==> config.mk <==
export PLATFORM = sky130hd
export DESIGN_NAME = dr_mem_responder_flat
export DESIGN_NICKNAME = d
export VERILOG_FILES = /design/src/rtl/dr_pkg.sv /design/src/rtl/dr_mem_responder_if.sv /design/src/rtl/dr_sync.sv /design/src/rtl/dr_mem_responder.sv /design/src/flat_wrapper.sv
export SDC_FILE = /design/constraint.sdc
export NUM_CORES = 2
export LEC_CHECK = 0
export BUFFER_PORTS_ARGS = -buffer_cell sky130_fd_sc_hd__clkbuf_2
export CAP_MARGIN = 15
export CELL_PAD_IN_SITES_DETAIL_PLACEMENT = 1
export CELL_PAD_IN_SITES_GLOBAL_PLACEMENT = 1
export CORE_ASPECT_RATIO = 0.5
export CORE_UTILIZATION = 38
export CTS_CLUSTER_SIZE = 40
export DETAILED_ROUTE_END_ITERATION = 12
export HOLD_SLACK_MARGIN = 0.06
export PLACE_DENSITY_LB_ADDON = 0.1
export SETUP_SLACK_MARGIN = 0.5
export SLEW_MARGIN = 20
export SYNTH_ARGS = -nofsm -noshare
export SYNTH_HDL_FRONTEND = slang
export SYNTH_SLANG_ARGS = --single-unit
export TNS_END_PERCENT = 20
==> constraint.sdc <==
create_clock -name clk -period 9.9 [get_ports clk]
set_input_delay 0.99 -clock clk [delete_from_list [all_inputs] [get_ports clk]]
set_output_delay 0.99 -clock clk [all_outputs]
set_load 0.02 [all_outputs]
==> src/rtl/dr_pkg.sv <==
// Dual-rail codeword constants, responder state encoding and per-pair helper functions.
// Latency: none (definitions only).
// Backpressure: not applicable.
package dr_pkg;

    localparam logic [1:0] DR_NULL = 2'b00;
    localparam logic [1:0] DR_0    = 2'b01;
    localparam logic [1:0] DR_1    = 2'b10;
    localparam logic [1:0] DR_ILL  = 2'b11;

    typedef enum logic [1:0] {IDLE, ACCESS, HOLD} state_t;

    function automatic logic dr_valid(input logic [1:0] p);
        return (p == DR_0) || (p == DR_1);
    endfunction

    function automatic logic dr_null(input logic [1:0] p);
        return p == DR_NULL;
    endfunction

    function automatic logic dr_decode(input logic [1:0] p);
        return p == DR_1;
    endfunction

    function automatic logic [1:0] dr_encode(input logic b);
        return b ? DR_1 : DR_0;
    endfunction

endpackage

==> src/rtl/dr_mem_responder_if.sv <==
// Dual-rail memory request/response channel between the async core and the responder.
// Latency: none (wiring only).
// Backpressure: 4-phase return-to-zero handshakes on ack_req and ack_rdata.
interface dr_mem_responder_if #(
    parameter int ADDR_W = 8,
    parameter int DATA_W = 16
);
    logic [2*ADDR_W-1:0] addr_dr;
    logic [1:0]          rw_dr;
    logic [2*DATA_W-1:0] wdata_dr;
    logic                ack_req;
    logic [2*DATA_W-1:0] rdata_dr;
    logic                ack_rdata;

    modport master (output addr_dr, rw_dr, wdata_dr, ack_rdata, input ack_req, rdata_dr);
    modport slave  (input addr_dr, rw_dr, wdata_dr, ack_rdata, output ack_req, rdata_dr);
endinterface

==> src/rtl/dr_sync.sv <==
// Multi-flop synchronizer for asynchronous inputs, cleared to 0 on reset.
// Latency: STAGES clock edges.
// Backpressure: none; samples every cycle.
module dr_sync #(
    parameter int WIDTH  = 1,
    parameter int STAGES = 2
) (
    input  logic             clk,
    input  logic             rst_n,
    input  logic [WIDTH-1:0] d,
    output logic [WIDTH-1:0] q
);
    logic [STAGES-1:0][WIDTH-1:0] stg;

    always_ff @(posedge clk or negedge rst_n) begin
        if (!rst_n) stg <= '0;
        else        stg <= {stg[STAGES-2:0], d};
    end

    assign q = stg[STAGES-1];
endmodule

==> src/rtl/dr_mem_responder.sv <==
// Clocked responder turning 4-phase dual-rail requests into RAM accesses; optional DR_ILLEGAL_DET_EN adds err.
// Latency: SYNC_STAGES+3 edges from stable request to ack_req; read token issued with ack_req.
// Backpressure: next request waits until request RTZ and read-token RTZ both complete.
module dr_mem_responder
    import dr_pkg::*;
#(
    parameter int ADDR_W      = 8,
    parameter int DATA_W      = 16,
    parameter int SYNC_STAGES = 2
) (
    input  logic                 clk,
    input  logic                 rst_n,
    dr_mem_responder_if.slave    bus
`ifdef DR_ILLEGAL_DET_EN
    ,
    output logic                 err
`endif
);
    localparam int REQ_W = 2*ADDR_W + 2 + 2*DATA_W;

    logic [REQ_W-1:0]    s_req, prev_req, cap_req;
    logic                s_ack;
    state_t              state_q, state_nx;

    logic                req_complete, req_null, req_ill, capture;
    logic                cap_read;
    logic [ADDR_W-1:0]   cap_addr;
    logic [DATA_W-1:0]   cap_wdata, rd_reg, rd_word;
    logic [2*DATA_W-1:0] rd_enc;
    logic                req_done, rd_done, rd_sent, rd_acked;

    logic [DATA_W-1:0]   mem [2**ADDR_W];

    dr_sync #(.WIDTH(REQ_W), .STAGES(SYNC_STAGES)) u_sync_req (
        .clk(clk), .rst_n(rst_n), .d({bus.addr_dr, bus.rw_dr, bus.wdata_dr}), .q(s_req));
    dr_sync #(.WIDTH(1), .STAGES(SYNC_STAGES)) u_sync_ack (
        .clk(clk), .rst_n(rst_n), .d(bus.ack_rdata), .q(s_ack));

    // Request bus layout: {addr pairs, rw pair, wdata pairs}, wdata at the bottom.
    always_comb begin
        logic addr_ok, wd_ok, rw_ok;
        addr_ok = 1'b1;
        wd_ok   = 1'b1;
        req_ill = 1'b0;
        for (int i = 0; i < DATA_W; i++) begin
            wd_ok   &= dr_valid(s_req[2*i +: 2]);
            req_ill |= (s_req[2*i +: 2] == DR_ILL);
        end
        for (int i = 0; i < ADDR_W; i++) begin
            addr_ok &= dr_valid(s_req[2*DATA_W + 2 + 2*i +: 2]);
            req_ill |= (s_req[2*DATA_W + 2 + 2*i +: 2] == DR_ILL);
        end
        rw_ok   = dr_valid(s_req[2*DATA_W +: 2]);
        req_ill |= (s_req[2*DATA_W +: 2] == DR_ILL);
        req_complete = rw_ok && addr_ok && (dr_decode(s_req[2*DATA_W +: 2]) || wd_ok);
        req_null     = (s_req == '0);
        capture      = (state_q == IDLE) && req_complete && (s_req == prev_req);
    end

    always_comb begin
        cap_read = dr_decode(cap_req[2*DATA_W +: 2]);
        cap_addr = '0;
        cap_wdata = '0;
        for (int i = 0; i < ADDR_W; i++) cap_addr[i] = dr_decode(cap_req[2*DATA_W + 2 + 2*i +: 2]);
        for (int i = 0; i < DATA_W; i++) cap_wdata[i] = dr_decode(cap_req[2*i +: 2]);
        rd_word = (state_q == ACCESS) ? mem[cap_addr] : rd_reg;
        rd_enc  = '0;
        for (int i = 0; i < DATA_W; i++) rd_enc[2*i +: 2] = dr_encode(rd_word[i]);
    end

    always_ff @(posedge clk or negedge rst_n) begin
        if (!rst_n) state_q <= IDLE;
        else        state_q <= state_nx;
    end

    always_comb begin
        state_nx = state_q;
        case (state_q)
            IDLE:    if (capture) state_nx = ACCESS;
            ACCESS:  state_nx = HOLD;
            HOLD:    if (req_done && rd_done) state_nx = IDLE;
            default: state_nx = IDLE;
        endcase
    end

    always_ff @(posedge clk) begin
        if (state_q == ACCESS) begin
            if (cap_read) rd_reg <= mem[cap_addr];
            else          mem[cap_addr] <= cap_wdata;
        end
    end

    always_ff @(posedge clk or negedge rst_n) begin
        if (!rst_n) begin
            bus.ack_req  <= 1'b0;
            bus.rdata_dr <= '0;
            prev_req     <= '0;
            cap_req      <= '0;
            req_done     <= 1'b0;
            rd_done      <= 1'b0;
            rd_sent      <= 1'b0;
            rd_acked     <= 1'b0;
        end else begin
            prev_req <= s_req;
            case (state_q)
                IDLE: if (capture) begin
                    cap_req  <= s_req;
                    req_done <= 1'b0;
                    rd_done  <= 1'b0;
                    rd_sent  <= 1'b0;
                    rd_acked <= 1'b0;
                end
                ACCESS: begin
                    bus.ack_req <= 1'b1;
                    if (!cap_read) begin
                        rd_done <= 1'b1;
                    end else if (!s_ack) begin
                        bus.rdata_dr <= rd_enc;
                        rd_sent      <= 1'b1;
                    end
                end
                HOLD: begin
                    if (req_null) begin
                        bus.ack_req <= 1'b0;
                        req_done    <= 1'b1;
                    end
                    // Token is withheld while a stale ack_rdata is still high.
                    if (cap_read && !rd_done) begin
                        if (!rd_sent) begin
                            if (!s_ack) begin
                                bus.rdata_dr <= rd_enc;
                                rd_sent      <= 1'b1;
                            end
                        end else if (!rd_acked) begin
                            if (s_ack) begin
                                bus.rdata_dr <= '0;
                                rd_acked     <= 1'b1;
                            end
                        end else if (!s_ack) begin
                            rd_done <= 1'b1;
                        end
                    end
                end
                default: ;
            endcase
        end
    end

`ifdef DR_ILLEGAL_DET_EN
    always_ff @(posedge clk or negedge rst_n) begin
        if (!rst_n)                                      err <= 1'b0;
        else if (req_ill && (state_q != ACCESS))         err <= 1'b1;
    end
`else
    logic unused_ill;
    assign unused_ill = req_ill;
`endif
endmodule

==> src/flat_wrapper.sv <==
// flat-port wrapper written by rule: the top's interface ports become plain ports
module dr_mem_responder_flat import dr_pkg::*;
#(
    parameter int ADDR_W      = 8,
    parameter int DATA_W      = 16,
    parameter int SYNC_STAGES = 2
)
  (clk, rst_n, bus_addr_dr, bus_rw_dr, bus_wdata_dr, bus_ack_rdata, bus_ack_req, bus_rdata_dr);
  dr_mem_responder_if #(.ADDR_W(ADDR_W), .DATA_W(DATA_W)) bus_i ();
  input  logic clk;
  input  logic rst_n;
  input wire logic [$bits(bus_i.addr_dr)-1:0] bus_addr_dr;
  input wire logic [$bits(bus_i.rw_dr)-1:0] bus_rw_dr;
  input wire logic [$bits(bus_i.wdata_dr)-1:0] bus_wdata_dr;
  input wire logic [$bits(bus_i.ack_rdata)-1:0] bus_ack_rdata;
  output wire logic [$bits(bus_i.ack_req)-1:0] bus_ack_req;
  output wire logic [$bits(bus_i.rdata_dr)-1:0] bus_rdata_dr;
  assign bus_i.addr_dr = bus_addr_dr;
  assign bus_i.rw_dr = bus_rw_dr;
  assign bus_i.wdata_dr = bus_wdata_dr;
  assign bus_i.ack_rdata = bus_ack_rdata;
  assign bus_ack_req = bus_i.ack_req;
  assign bus_rdata_dr = bus_i.rdata_dr;
  dr_mem_responder #(.ADDR_W(ADDR_W), .DATA_W(DATA_W), .SYNC_STAGES(SYNC_STAGES)) u_core (.clk(clk), .rst_n(rst_n), .bus(bus_i));
endmodule
# ---- After elaboration in Yosys (flattened, before gate mapping)
# Memories as Yosys holds them, arrays and structs flattened.
# Cells that the tools add are included.
dict set report totals {
  reg_bits 257
  mem_bits_rw 4096
  inputBits 53
  output_inout_bits 33
  memories 1
}
dict set report op_classes {
  n_eq_ne 90
  muxes 51
  n_bitwise 22
  reduce_logical 47
}
# memory words word_bits rd rd_ports_with_merged_regs wr line_no
set mem_list {}
lappend mem_list {u_core.mem 256 16 1 0 1 dr_mem_responder.sv:32} ;# logic [DATA_W-1:0] mem [2**ADDR_W];
# cell n
set ops {}
lappend ops {{32-bit 2-to-1 mux} 6}
lappend ops {{2-bit equality test (second input constant)} 51}
lappend ops {{32-bit case mux with 2 select lines} 1}
lappend ops {{2-bit by 1-bit equality test with 1-bit output (second input constant)} 26}
lappend ops {{50-bit equality test} 1}
lappend ops {{50-bit zero test} 1}
lappend ops {{2-bit 2-to-1 mux} 18}
lappend ops {{1-bit logical OR} 26}
lappend ops {{1-bit bitwise AND} 22}
lappend ops {{1-bit 2-to-1 mux} 19}
lappend ops {{16-bit 2-to-1 mux} 1}
lappend ops {{2-bit by 1-bit != test with 1-bit output (second input constant)} 7}
lappend ops {{5-bit AND reduction} 2}
lappend ops {{2-bit AND reduction} 4}
lappend ops {{7-bit AND reduction} 1}
lappend ops {{1-bit logical AND} 6}
lappend ops {{2-bit != test (second input constant)} 3}
lappend ops {{3-bit != test (second input constant)} 2}
lappend ops {{1-bit case mux with 2 select lines} 3}
lappend ops {{1-bit case mux with 3 select lines} 2}
lappend ops {{2-bit case mux with 3 select lines} 1}
lappend ops {{4-bit AND reduction} 1}
lappend ops {{2-bit nonzero test} 2}
lappend ops {{3-bit AND reduction} 1}
lappend ops {{3 further kinds} 3}

# ---- Longest topological paths before layout
dict set report depth {
  word_depth 23
  ltp_mapped 13
}

# ---- Cells and area by module
# A second synthesis with hierarchy kept.
dict set report unflattened {
  cells_unflattened 9210
  area_unflattened_um2 166089.3
}
# module n_inst cells_each area_per_inst_um2 seq_area_each_um2
set by_module_without_submodules {}
lappend by_module_without_submodules {dr_mem_responder 1 9058 163161.5 126956.8}
lappend by_module_without_submodules {{dr_sync (u_core.u_sync_req)} 1 150 2877.8 2502.4}
lappend by_module_without_submodules {{dr_sync (u_core.u_sync_ack)} 1 2 50.0 50.0}

# ---- Least setup slack after synthesis
# Ideal clock, no wire load.
dict set report synth_path {
  path_kind {register -> register}
  startpoint {register u_core.cap_req[0]}
  endpoint {memory u_core.mem[0][0], data pin}
  setup_time_ns 1.462
  t_arrival_ns 6.647
  required_time_ns 8.438
  setup_slack_ns 1.792
  stages_incl_launch_ff 2
  synth_period_minus_slack_ns 8.108
  path_cell_list {dfrtp_1 > nor2b_1}
}
dict set report synth_between {
  elab_chain_cells 1
}
# item line_no
set synth_lines {}
lappend synth_lines {{start, declared} dr_mem_responder.sv:21} ;# logic [REQ_W-1:0] s_req, prev_req, cap_req;
lappend synth_lines {{start signal, assigned} dr_mem_responder.sv:107} ;# cap_req <= s_req;
lappend synth_lines {{2-bit equality test} dr_pkg.sv:22} ;# return p == DR_1;
lappend synth_lines {{net u_core.cap_wdata[0]} dr_mem_responder.sv:28} ;# logic [DATA_W-1:0] cap_wdata, rd_reg, rd_word;
lappend synth_lines {{end, declared} dr_mem_responder.sv:32}
# The timed path passes the listed nets, and every way through them passes these cells.

# ---- Worst setup path in the final report
dict set report layout_path {
  startpoint {register u_core.cap_req[34]}
  endpoint {register u_core.bus.rdata_dr[22]}
}
dict set report layout_between {
  elab_chain_cells 8
  elab_cells_between_ends 9
}
# item line_no
set layout_lines {}
lappend layout_lines {{2-bit equality test *} dr_pkg.sv:22}
lappend layout_lines {{memory read 256 x 16 bit *} --}
lappend layout_lines {{16-bit 2-to-1 mux *} dr_mem_responder.sv:66} ;# rd_word = (state_q == ACCESS) ? mem[cap_addr] : rd_reg;
lappend layout_lines {{2-bit 2-to-1 mux *} dr_pkg.sv:26} ;# return b ? DR_1 : DR_0;
lappend layout_lines {{32-bit 2-to-1 mux *} {dr_mem_responder.sv:117, dr_mem_responder.sv:130}}
lappend layout_lines {{32-bit 2-to-1 mux} dr_mem_responder.sv:129} ;# if (!rd_sent) begin
lappend layout_lines {{32-bit 2-to-1 mux} dr_mem_responder.sv:128} ;# if (cap_read && !rd_done) begin
lappend layout_lines {{32-bit case mux with 2 select lines *} dr_mem_responder.sv:105} ;# case (state_q)
lappend layout_lines {{end signal, assigned} dr_mem_responder.sv:118} ;# bus.rdata_dr <= rd_enc;
lappend layout_lines {{end signal, assigned} dr_mem_responder.sv:131} ;# bus.rdata_dr <= rd_enc;
lappend layout_lines {{end, declared} dr_mem_responder_if.sv:16} ;# modport slave (input addr_dr, rw_dr, wdata_dr, ack_rdata, output ack_req, rdata_dr);
# Every way passes the cells marked *; elsewhere a longest branch is shown, timed or not. The select of a mux whose other input is x is not followed.
# A chain may end at the register's enable or synchronous reset.

==> impl_metrics.tcl <==
set metrics [dict create \
    cp.arrival_ps 6810 \
    path_buf_inv 3 \
    synth_flop_cell "edfxtp_1" \
    fin_crit_sh_pct 59.7 \
    synth_nets 9248 \
    worstMarginPinSlew_ps 1300 \
    drive_gt1_share_pct 12.6 \
    hpwlAfterDp_mm 305 \
    synth_edf_count 4112 \
    fin_skew_ps 54.8 \
    clk_pin_slew_worst_paths_ps 70 \
    hold_class "in2reg" \
    fin_setup_tns_ps 0 \
    drt_pre_antenna_iters 6 \
    final_antenna_net_count 0 \
    area_delta_synth_final_pct 13.6 \
    nets 9689 \
    port-buffer-count 85 \
    cts_made_buffers 405 \
    cp.required_ps 10790 \
    fmax_ghz 0.169 \
    ys_seq_elements 4353 \
    critPathKind "reg2reg" \
    synth_cell_types 42 \
    largest_reg_flops 4096 \
    avgSynthCellArea_um2 18.1 \
    wl_per_cell_um 33.1 \
    clkLatencyLatePin_ps 970 \
    p_leak_uw 0.0495 \
    drc_errors 0 \
    dieArea_um2 439000 \
    htree_levels 5 \
    die_x_um 936 \
    grt_pass1_vias 89317 \
    stdcell_count 15727 \
    async_flop_share_pct 5.54 \
    ys_seq_area_share_pct 78.2 \
    cts_root_buf "clkbuf_16" \
    relSlewSlack_pct 12.7 \
    worstPathMaxFanout 114 \
    max-vdd-ir-drop_uv 126 \
    io_pins 86 \
    antenna_found_initial 33 \
    drt_iter0_drc 9426 \
    final_hold_viol_count 0 \
    synth_warnings 0 \
    end_kind "flip-flop" \
    cts_num_sinks 4353 \
    drv_cap 0 \
    die_h_um 469 \
    finalMaxSlewViolations 0 \
    power_density_nw_per_um2 187 \
    rsz0062_at_grt "no" \
    grt_max_degree 163 \
    syn-cell-area_um2 166000 \
    crit_path_start_kind "flip-flop" \
    crit_chain "nor2b_4 -> buf_12 -> buf_12 -> buf_4 -> mux2i_1 -> o22ai_1 -> nor4_1 -> o22ai_1 -> o21ai_1 -> a41o_1 -> o2111a_1" \
    cts_tree "done" \
    largest_register "u_core.mem" \
    critPathSlowestCell "nor2b_4" \
    gp_congestion 0.799 \
    overflow 0 \
    core_region_area_um2 434000 \
    slowest_delay_ps 830 \
    via_per_inst 5.67 \
    nFillCells 41021 \
    std_cell_rows 171 \
    crit_family "buffers and inverters" \
    track_usage_pct 23.2 \
    synthCells 9165 \
    setup-violations-final 0 \
    cts_resized 0 \
    utilization_pct 43.3 \
    place_inst 14977 \
    wl_mm 521 \
    initial_core_util_pct 38.2 \
    clockBufferDepth 4 \
    grt_pass1_wl_mm 719 \
    vias 89106 \
    status "completed" \
    period_needed_ps 5910 \
]
[worst register-to-register path, stage by stage, from the launching register on]
cell,delay (ps)
dfrtp_1,420
nor2b_4,830
buf_12,390
buf_12,770
buf_4,960
mux2i_1,330
o22ai_1,110
nor4_1,620
o22ai_1,260
o21ai_1,660
a41o_1,310
o2111a_1,190
[logic make-up (layout without fill, tap and decap cells)]
| logic type | after synthesis | count (layout) | share of synthesized area [%] |
|---|---|---|---|
| DFF | 4353 | 4353 | 78.2 |
| muxes | 2050 | 2050 | 12.4 |
| adders and majority gates | 30 | 30 | 0.227 |
| buffers and inverters | 594 | 1342 | 1.66 |
| xor gates and xnor gates | 50 | 50 | 0.264 |
| AOI/OAI and AO/OA | 1316 | 1316 | 4.97 |
| and+or+nand+nor | 772 | 772 | 2.31 |
| other | 0 | 19 | 0 |
[synth_stat cells, drive strengths merged, types with 2 or more instances]
cell type,instances,area share [%]
dfrtp,241,3.6
nand4,31,0.12
o211ai,2,0.0091
nor2b,24,0.091
and2,2,0.0076
o2111a,15,0.10
nand3,38,0.11
a41oi,2,0.011
nor2,276,0.63
xor2,50,0.26
edfxtp,4112,75
nor4,272,1.0
o22ai,1153,4.4
clkbuf,246,0.56
a21oi,5,0.015
mux2i,2049,12
nand2b,9,0.034
nor3,7,0.024
nand2,109,0.25
o21ai,118,0.36
a41o,15,0.091
inv,55,0.12
buf,292,0.98
ha,30,0.23
[worst paths after layout]
path,from,end,slack (ps),depth (start not counted)
worst min register to register,u_core.u_sync_req.stg[1],u_core.u_sync_req.q[1],330,0
min in group asynchronous,rst_n,u_core.u_sync_req.stg[47],670,2
worst min-delay path,bus_wdata_dr[7],u_core.u_sync_req.stg[7],140,1
worst max-delay path,u_core.cap_req[34],u_core.bus.rdata_dr[22],3990,11
worst max register to register,u_core.cap_req[34],u_core.bus.rdata_dr[22],3990,11
max in group asynchronous,rst_n,u_core.bus.rdata_dr[3],7770,3
[report_power, final]
part	leakage (µW)	internal [µW]	switching, µW
sequential	0.0313	19900	20.0
combinational	0.0121	29.4	54.3
clock	0.00609	8280	7030
[per-stage QoR]
| step | hold WS (ps) | total power (µW) | instance area [µm²] | setup slack (ps) |
|---|---|---|---|---|
| final | 142 | 35300 | 188000 | 3990 |
| after floorplan | 331 | 20300 | 166000 | 1790 |
| after global placement | 333 | 20400 | 175000 | 3990 |
| after detailed placement | 336 | 20400 | 175000 | 4130 |
| after global routing | 78.8 | 36200 | 188000 | 3850 |
| after CTS | 60.4 | 35600 | 188000 | 4100 |
[metal layers]
metal  vias up  GRT usage (%)  wire [µm]
met4         6           5.08      12200
met2      2455           36.1     235000
li1      37915              -          -
met5         -              0         41
met3       551           3.64      30900
met1     48179           34.4     243000
[layout make-up]
class                   count  area (µm²)  share of cell area, %
flip-flops and latches   4353      130000                   68.8
well taps                5795        7250                   3.85
clock buffers             505       10800                   5.73
repair buffers            572        4580                   2.43
diodes                     19        47.5                 0.0253
multi-input cells        4218       34100                   18.1
inverters                  56         210                  0.112
clock inverters           209        1670                  0.890
[repair_timing]
action | in CTS | in global routing
setup buffers | 0 | 0
hold buffers | 17 | 0
hold endpoints to repair | 55 | 0
[cells in the final DEF (no fill, tap or decap), types with 32 or more instances in the layout]
cell type	instances
clkinv_1	86
o21ai_0	53
nand2_1	87
buf_4	433
nand3_1	32
clkbuf_1	85
clkbuf_16	415
buf_12	35
clkbuf_2	84
mux2i_1	2049
nor2_2	48
nor2_1	225
o21ai_1	60
xor2_1	50
dfrtp_1	241
o22ai_1	1149
clkinv_2	72
nor4_1	235
inv_1	55
edfxtp_1	4112
nor4_2	36
Note: power is estimated with default switching activity, not from simulation.
